==> config.mk <==
export PLATFORM = sky130hd
export DESIGN_NAME = decode_stage_latched
export DESIGN_NICKNAME = d
export VERILOG_FILES = /design/src/rtl/decode_stage_latched.sv
export SDC_FILE = /design/constraint.sdc
export NUM_CORES = 2
export LEC_CHECK = 0
export ABC_AREA = 1
export CELL_PAD_IN_SITES_DETAIL_PLACEMENT = 0
export CELL_PAD_IN_SITES_GLOBAL_PLACEMENT = 1
export CORE_ASPECT_RATIO = 1.5
export CORE_MARGIN = 1
export CORE_UTILIZATION = 50
export CTS_BUF_LIST = sky130_fd_sc_hd__clkbuf_4 sky130_fd_sc_hd__clkbuf_8
export CTS_CLUSTER_DIAMETER = 30
export DETAILED_ROUTE_END_ITERATION = 8
export HOLD_SLACK_MARGIN = 0.02
export MAX_ROUTING_LAYER = met4
export PLACE_DENSITY_LB_ADDON = 0.1
export SYNTH_ARGS = -nofsm -noshare
export SYNTH_HDL_FRONTEND = slang
export SYNTH_SLANG_ARGS = --single-unit
export TNS_END_PERCENT = 5
==> constraint.sdc <==
create_clock -name Clk -period 2.47 [get_ports Clk]
set_clock_uncertainty 0.05 [all_clocks]
set_input_delay 0.247 -clock Clk [delete_from_list [all_inputs] [get_ports Clk]]
set_output_delay 0.247 -clock Clk [all_outputs]
set_load 0.02 [all_outputs]
==> src/rtl/decode_stage_latched.sv <==
// decode_stage_latched: instruction-decode stage with a register file
// (hardwired-zero r0), write-back data mux, same-cycle write-to-read bypass
// and an opcode-driven immediate extender. Operands, immediate and the
// illegal-opcode flag are captured on Dec_En so the execute stage sees
// stable values across all of its cycles.
module decode_stage_latched #(
  parameter int DATA_W  = 32,
  parameter int REG_CNT = 32
) (
  input  logic              Clk,
  input  logic              Rst_n,
  input  logic [31:0]       Instr,
  input  logic              Dec_En,
  input  logic              RF_B_sel,
  input  logic              RF_WrEn,
  input  logic [4:0]        Wr_Addr,
  input  logic              RF_WrData_sel,
  input  logic [DATA_W-1:0] ALU_out,
  input  logic [DATA_W-1:0] MEM_out,
  output logic [DATA_W-1:0] RF_A,
  output logic [DATA_W-1:0] RF_B,
  output logic [DATA_W-1:0] Immed,
  output logic              Illegal_Op,
  output logic              Dec_Valid
);

  localparam int ADDR_W = $clog2(REG_CNT);

  localparam logic [5:0] OP_LI   = 6'b111000;
  localparam logic [5:0] OP_ADDI = 6'b110000;
  localparam logic [5:0] OP_LW   = 6'b001111;
  localparam logic [5:0] OP_SW   = 6'b011111;
  localparam logic [5:0] OP_ANDI = 6'b110010;
  localparam logic [5:0] OP_ORI  = 6'b110011;
  localparam logic [5:0] OP_LUI  = 6'b111001;
  localparam logic [5:0] OP_B    = 6'b111111;
  localparam logic [5:0] OP_BEQ  = 6'b000000;
  localparam logic [5:0] OP_BNE  = 6'b000001;
  localparam logic [5:0] OP_RTYP = 6'b100000;

  logic [DATA_W-1:0] rf_q [REG_CNT];

  logic [5:0]        opcode;
  logic [15:0]       imm;
  logic [ADDR_W-1:0] ra_addr;
  logic [ADDR_W-1:0] rb_addr;
  logic [ADDR_W-1:0] wr_addr;
  logic              wr_fire;
  logic [DATA_W-1:0] wd;

  logic [DATA_W-1:0] rf_a_d, rf_b_d, immed_d;
  logic              illegal_d;
  logic [DATA_W-1:0] rf_a_q, rf_b_q, immed_q;
  logic              illegal_q, dec_valid_q;

  // Upper address bits are deliberately ignored when REG_CNT < 32.
  logic unused_addr_bits;
  assign unused_addr_bits = ^{Instr[25:21], Wr_Addr};

  function automatic logic [DATA_W-1:0] sext16(input logic [15:0] v);
    logic [DATA_W-1:0] r;
    r       = {DATA_W{v[15]}};
    r[15:0] = v;
    return r;
  endfunction

  function automatic logic [DATA_W-1:0] zext16(input logic [15:0] v);
    logic [DATA_W-1:0] r;
    r       = '0;
    r[15:0] = v;
    return r;
  endfunction

  function automatic logic [DATA_W-1:0] upper16(input logic [15:0] v);
    logic [DATA_W-1:0] r;
    r        = '0;
    r[31:16] = v;
    return r;
  endfunction

  assign opcode  = Instr[31:26];
  assign imm     = Instr[15:0];
  assign ra_addr = Instr[21 +: ADDR_W];
  assign rb_addr = RF_B_sel ? Instr[16 +: ADDR_W] : Instr[11 +: ADDR_W];
  assign wr_addr = Wr_Addr[ADDR_W-1:0];
  assign wd      = RF_WrData_sel ? MEM_out : ALU_out;
  // A write to r0 is dropped entirely, so it must not feed the bypass either.
  assign wr_fire = RF_WrEn && (wr_addr != '0);

  // Register file storage; r0 is never written so it stays at its reset value.
  always_ff @(posedge Clk or negedge Rst_n) begin
    if (!Rst_n) begin
      for (int i = 0; i < REG_CNT; i++) rf_q[i] <= '0;
    end else if (wr_fire) begin
      rf_q[wr_addr] <= wd;
    end
  end

  // Read ports: r0 forced to zero, then same-cycle bypass, then storage.
  always_comb begin
    rf_a_d = rf_q[ra_addr];
    if (ra_addr == '0)                          rf_a_d = '0;
    else if (wr_fire && (ra_addr == wr_addr))   rf_a_d = wd;

    rf_b_d = rf_q[rb_addr];
    if (rb_addr == '0)                          rf_b_d = '0;
    else if (wr_fire && (rb_addr == wr_addr))   rf_b_d = wd;
  end

  // Immediate extension selected by opcode; unknown opcodes flag illegal.
  always_comb begin
    immed_d   = '0;
    illegal_d = 1'b0;
    case (opcode)
      OP_LI, OP_ADDI, OP_LW, OP_SW: immed_d = sext16(imm);
      OP_ANDI, OP_ORI:              immed_d = zext16(imm);
      OP_LUI:                       immed_d = upper16(imm);
      OP_B, OP_BEQ, OP_BNE:         immed_d = sext16(imm) << 2;
      OP_RTYP:                      immed_d = '0;
      default:                      illegal_d = 1'b1;
    endcase
  end

  // Decode output capture on Dec_En; values hold otherwise.
  always_ff @(posedge Clk or negedge Rst_n) begin
    if (!Rst_n) begin
      rf_a_q    <= '0;
      rf_b_q    <= '0;
      immed_q   <= '0;
      illegal_q <= 1'b0;
    end else if (Dec_En) begin
      rf_a_q    <= rf_a_d;
      rf_b_q    <= rf_b_d;
      immed_q   <= immed_d;
      illegal_q <= illegal_d;
    end
  end

  // Dec_Valid marks the cycle after each capture.
  always_ff @(posedge Clk or negedge Rst_n) begin
    if (!Rst_n) dec_valid_q <= 1'b0;
    else        dec_valid_q <= Dec_En;
  end

  assign RF_A       = rf_a_q;
  assign RF_B       = rf_b_q;
  assign Immed      = immed_q;
  assign Illegal_Op = illegal_q;
  assign Dec_Valid  = dec_valid_q;

endmodule

-- Word-level counts from Yosys, hierarchy flattened
Cells that the tools add are included.
- register bits after elaboration: 1122
- latch bits: 0
- memory bits (writable): 0
- memory bits (read-only): 0
- bits of input ports: 107
- output and inout port bits: 98
- logic and storage cells: 85
- memories: 0
- $add $sub $neg: 0
- $mul: 0
- div/mod/pow operators: 0
- order comparisons: 4
- equal/unequal tests: 12
- shift operators: 0
- mux-type cells: 17
- bitwise gates (word level): 3
- reductions and logical operators: 12
- operators with widths (cell ; number):
    1024-bit bitwise mux ; 1
    32-bit binary-select mux with 5-bit select ; 2
    32-bit 2-to-1 mux ; 10
    32-bit demux with 5-bit select ; 1
    32-bit case mux with 4 select lines ; 1
    6-bit == test, second input constant ; 7
    6-bit >= comparator, second input constant ; 3
    5-bit NOT with 6-bit output ; 3
    11-bit OR reduction ; 1
    5-bit == test ; 2
    5-bit logical NOT ; 2
    6-bit by 1-bit == test with 1-bit output, second input constant ; 1
    6-bit by 4-bit == test with 1-bit output, second input constant ; 1
    6-bit by 5-bit == test with 1-bit output, second input constant ; 1
    6-bit logical NOT ; 1
    6-bit by 1-bit < comparator with 1-bit output, second input constant ; 1
    5-bit 2-to-1 mux ; 1
    5-bit nonzero test ; 1
    1-bit logical AND ; 4
    4-bit OR reduction ; 1
    3-bit OR reduction ; 1
    2-bit OR reduction ; 1
    1-bit 2-to-1 mux ; 1

-- Longest topological paths before layout
- depth after elaboration: 7
- gate-level depth with buffers: 15
- gate-level depth less buffers: 13

-- Least setup slack after synthesis
OpenSTA, ideal clock, no wires.
- kind: input to register
- start point: input Instr[22]
- end point: register rf_a_q[2], in the netlist RF_A[2]
- library setup time: 0.116 ns
- arrival: 1.485 ns
- required time: 2.304 ns
- slack: 0.818 ns
- cell stages on the path: 13
- buffers on the path: 3
- cells stage by stage: buf_2 -> inv_1 -> buf_2 -> clkbuf_1 -> a21oi_1 -> o21ai_0 -> nand3_1 -> a21oi_1 -> nand2_1 -> nand2_1 -> nand2_1 -> nand2_1 -> nand2_1
- cells in the longest elaborated chain, start to end: 6
- elaborated cells between the ends (all ways): 9
- those cells by class: eq/ne: 1; mux: 5; bitwise: 1; reduce/logical: 2
- RTL lines (what ; line ; text):
    start: declaration ; 12 ; input logic [31:0] Instr,
    5-bit NOT with 6-bit output (implied by the code) ; 101 ; rf_a_d = rf_q[ra_addr];
    32-bit binary-select mux with 5-bit select ; 101 ;
    32-bit 2-to-1 mux (implied by the code) (2 in a row) ; 101 ;
    32-bit 2-to-1 mux ; 103 ; else if (wr_fire && (ra_addr == wr_addr)) rf_a_d = wd;
    32-bit 2-to-1 mux * ; 102 ; if (ra_addr == '0) rf_a_d = '0;
    end signal: assignment ; 132 ; rf_a_q <= rf_a_d;
    end: declaration ; 53 ; logic [DATA_W-1:0] rf_a_q, rf_b_q, immed_q;
Mark *: on every way between the ends. The rest lies on a longest branch, timed or not. The select of a mux whose other input is x is not followed.
A chain may end at the register's enable or synchronous reset.

-- Worst setup path in the final report
- start point: register rf_b_q[17], in the netlist RF_B[17]
- end point: output RF_B[17]
- RTL lines (what ; line ; text):
    start: declaration ; 53 ;
    start signal: assignment ; 133 ; rf_b_q <= rf_b_d;
    end: declaration ; 21 ; output logic [DATA_W-1:0] RF_B,
No word-level cell between the ends.

==> flow_summary.toml <==
[status]
status = "completed"

[cells_and_area]
sequential_cell_area_mm2 = 0.0281
num-fill-cells = 11376
area_used_by_multi_input_combinational_logic_mm2 = 0.0289
final_area_mm2 = 0.0756
fraction_of_final_layout_cells_sized_beyond_drive_strength_1 = 0.119
area_growth_syn_to_layout_pct = 22.1
nets = 9205

[sta]
min_period_over_period = 0.978
worst-slew-pin-transition_ns = 0.848
slew_headroom = 0.433
maxClockFrequency_mhz = 414
post_route_worst_setup_slack_ns = 0.0555
grt_setup_unrepaired = "no"
final-setup-viol-count = 0
finalWorstPathRequiredPeriod_ns = 2.41
slew_viol_final = 0
finalHoldViolations = 0

[floorplanning]
placeableCoreArea_mm2 = 0.122
die_span_x_um = 289
dieArea_mm2 = 0.125
placement_rows = 157
ioPinCount = 205
dieHeight_um = 433
floorplan.initialDensity = 0.506

[power_and_ir_drop]
clkPwrFrac = 0.368
power_frac_seq = 0.409
largest_vdd_supply_drop_mv = 0.597
power_report.internal_total_uw = 41000
switching_share = 0.333
cellLeakagePower_uw = 0.0353
share_comb_of_total_power = 0.223
power.density_mw_per_mm2 = 814
power_switching_uw = 20500
fin_total_pwr_uw = 61500

[global_routing]
grt_most_used_layer = "met2"
grt_pass1_wl_mm = 402
grt-ovfl-total = 0
grt.met3_usage = 0.0954
groute.layer.met1.usage = 0.566
grt_max_degree = 106
antenna_found_initial = 8
grt.total_usage = 0.449
gr-usage-met2 = 0.657
number_of_global_route_vias_before_repair = 62108

[drt]
starting_drt_drc_count = 8217
avgRoutedWirePerCell_um = 25.1
total_wirelength_of_the_detailed_routed_design_mm = 273
drcViolationCount = 0
detailroute.via_count = 65837
detailedRoute.firstPassIterationCount = 8
route.antenna.remaining_nets = 0
detail_route.vias_per_cell = 6.05

[worst_hold_path]
hold_path.class = "in -> reg"
worst_hold_path.num_cells = 5

[clock_tree]
tritoncts = "built"
cts_buffers = 222
htree_levels = 4
post_cts.repair.setup_buffers = 0
root_buffer = "sky130_fd_sc_hd__clkbuf_8"
numClockSinks = 1122
cts-root-to-sink-buffers = 3
clk-insertion-delay-late_ns = 0.98
clk_pin_slew_worst_paths_ns = 0.06

[setup_path]
worst_setup_path_end_kind = "primary output"
worst-endpoint-required_ns = 2.17
cpPeakStageDelay_ns = 0.65
worstSetupPathDepth = 1
reg2regPathDepth = 11
critPathKind = "reg -> out"
slowest_stage = "sky130_fd_sc_hd__clkdlybuf4s50_1"
critical_path.max_fanout = 2
timing.critical_path.arrival_ns = 2.12
worstPathBufferInverterCount = 1
worst_path_dominant_cell_family = "buffers and inverters"
critical_path.cell_chain = "clkdlybuf4s50_1"
setup.worst_path.start_class = "register"

[yosys]
synth_top_flop_cell = "sky130_fd_sc_hd__dfrtp_1"
post_synth_most_frequent_cells = "2758 x sky130_fd_sc_hd__nand2_1, 1221 x sky130_fd_sc_hd__nand3_1, 1122 x sky130_fd_sc_hd__dfrtp_1"
synth_seq_area_share = 0.454
synth_async_sr_flop_share = 1.00
yosysWarnings = 0
edff_count_synth = 0
postSynthCellCount = 8847
yosys_register_bits = 1122
top_count_cell_post_synth = "sky130_fd_sc_hd__nand2_1"
syn_area_per_cell_um2 = 7.00
syn-num-nets = 8954
synth.top_cells.by_area = "sky130_fd_sc_hd__dfrtp_1 45%, sky130_fd_sc_hd__nand2_1 17%, sky130_fd_sc_hd__nand3_1 9.9%"
synth_top_cell_by_area = "sky130_fd_sc_hd__dfrtp_1"
synth_top_area_frac = 0.454
mappedNetlistArea_mm2 = 0.0619
synthDistinctLibCells = 33

[placed_design]
detailedPlace.worstSlack_ns = -0.220
post_dp_cell_area_mm2 = 0.0700
portBuffers = 204
dp_hpwl_mm = 170
globalplace.congestion = 0.964

[job]
cap_viol_max_count = 0
==> flip-flops by register name (all words and copies together) (netlist names) <==
name and count:
rf_q 1024, RF_A 32, RF_B 32, Dec_Valid 1
Illegal_Op 1, Immed 32
==> layer usage <==
layer / up-vias / part of all wire
met5: - / 0
met4: 0 / 0.071
met3: 1021 / 0.11
met2: 4143 / 0.44
met1: 31282 / 0.38
li1: 29391 / -
==> power by group through the flow <==
| stage | combinational, uW | sequential [uW] | clock, uW |
|---|---|---|---|
| floorplan | 8300 | 24700 | 0 |
| global placement | 13200 | 25200 | 0 |
| detailed placement | 13400 | 25300 | 0 |
| CTS | 13500 | 25000 | 22800 |
| global route | 15300 | 25600 | 23600 |
| finish | 13700 | 25200 | 22600 |
==> repair_timing <==
item | 4_1_cts | 5_1_grt
endpoints found under the setup margin | 15 | 5
hold endpoints to repair | 1195 | 0
hold buffers | 22 | 0
resized for setup | 18 | 4
==> through the flow <==
stage | instances | hold slack, ns | TNS (ns) | util
detailed placement | 10442 | 0.203 | -28.13 | 0.572
global placement | 10442 | 0.203 | -30.04 | 0.572
finish | 10882 | 0.0848 | 0 | 0.618
CTS | 10875 | 0.0221 | 0 | 0.617
floorplan | 8847 | -0.0986 | 0 | -
global route | 10879 | 0.0833 | 0 | 0.618
==> kinds of logic after synthesis <==
logic type,synth area share
and+or+nand+nor,0.307
DFF,0.454
xor gates and xnor gates,0.000566
buffers and inverters,0.0852
AOI/OAI and AO/OA,0.154
==> placed cells by master (no fill, tap or decap), drive strengths merged, types with 29 or more instances in the layout <==
cell type	count
clkbuf	304
nor2	559
nand2	2763
o21ai	1043
bufinv	29
nand3	1221
clkdlybuf4s50	180
o211ai	125
a21oi	631
clkinv	59
inv	525
dfrtp	1122
buf	574
==> worst paths after layout <==
path / startpoint / endpoint / slack, ns
worst min-delay path: ALU_out[1] / rf_q[513]$_DFFE_PN0P_ / 0.08
max in group asynchronous: Rst_n / rf_q[1003]$_DFFE_PN0P_ / 0.92
min in group asynchronous: Rst_n / Immed[27]$_DFFE_PN0P_ / 0.19
worst max register to register: rf_q[836]$_DFFE_PN0P_ / RF_A[4]$_DFFE_PN0P_ / 0.72
worst min register to register: rf_q[995]$_DFFE_PN0P_ / rf_q[995]$_DFFE_PN0P_ / 0.33
worst max-delay path: RF_B[17]$_DFFE_PN0P_ / RF_B[17] / 0.06
==> tightest hold or removal path, cell delays in order <==
cell,delay (ns)
sky130_fd_sc_hd__clkdlybuf4s50_1,0.41
sky130_fd_sc_hd__o21ai_2,0.16
sky130_fd_sc_hd__inv_2,0.11
sky130_fd_sc_hd__nand2_1,0.08
sky130_fd_sc_hd__o21ai_0,0.06
==> layout make-up <==
type                    instances  area share
clock inverters               108      0.0184
well taps                    1590      0.0263
clock buffers                 303      0.0525
multi-input cells            6429       0.382
repair buffers                793       0.122
diodes                          7    0.000232
flip-flops and latches       1122       0.371
inverters                     530      0.0266
No activity file was read; power rests on OpenSTA's default activity.
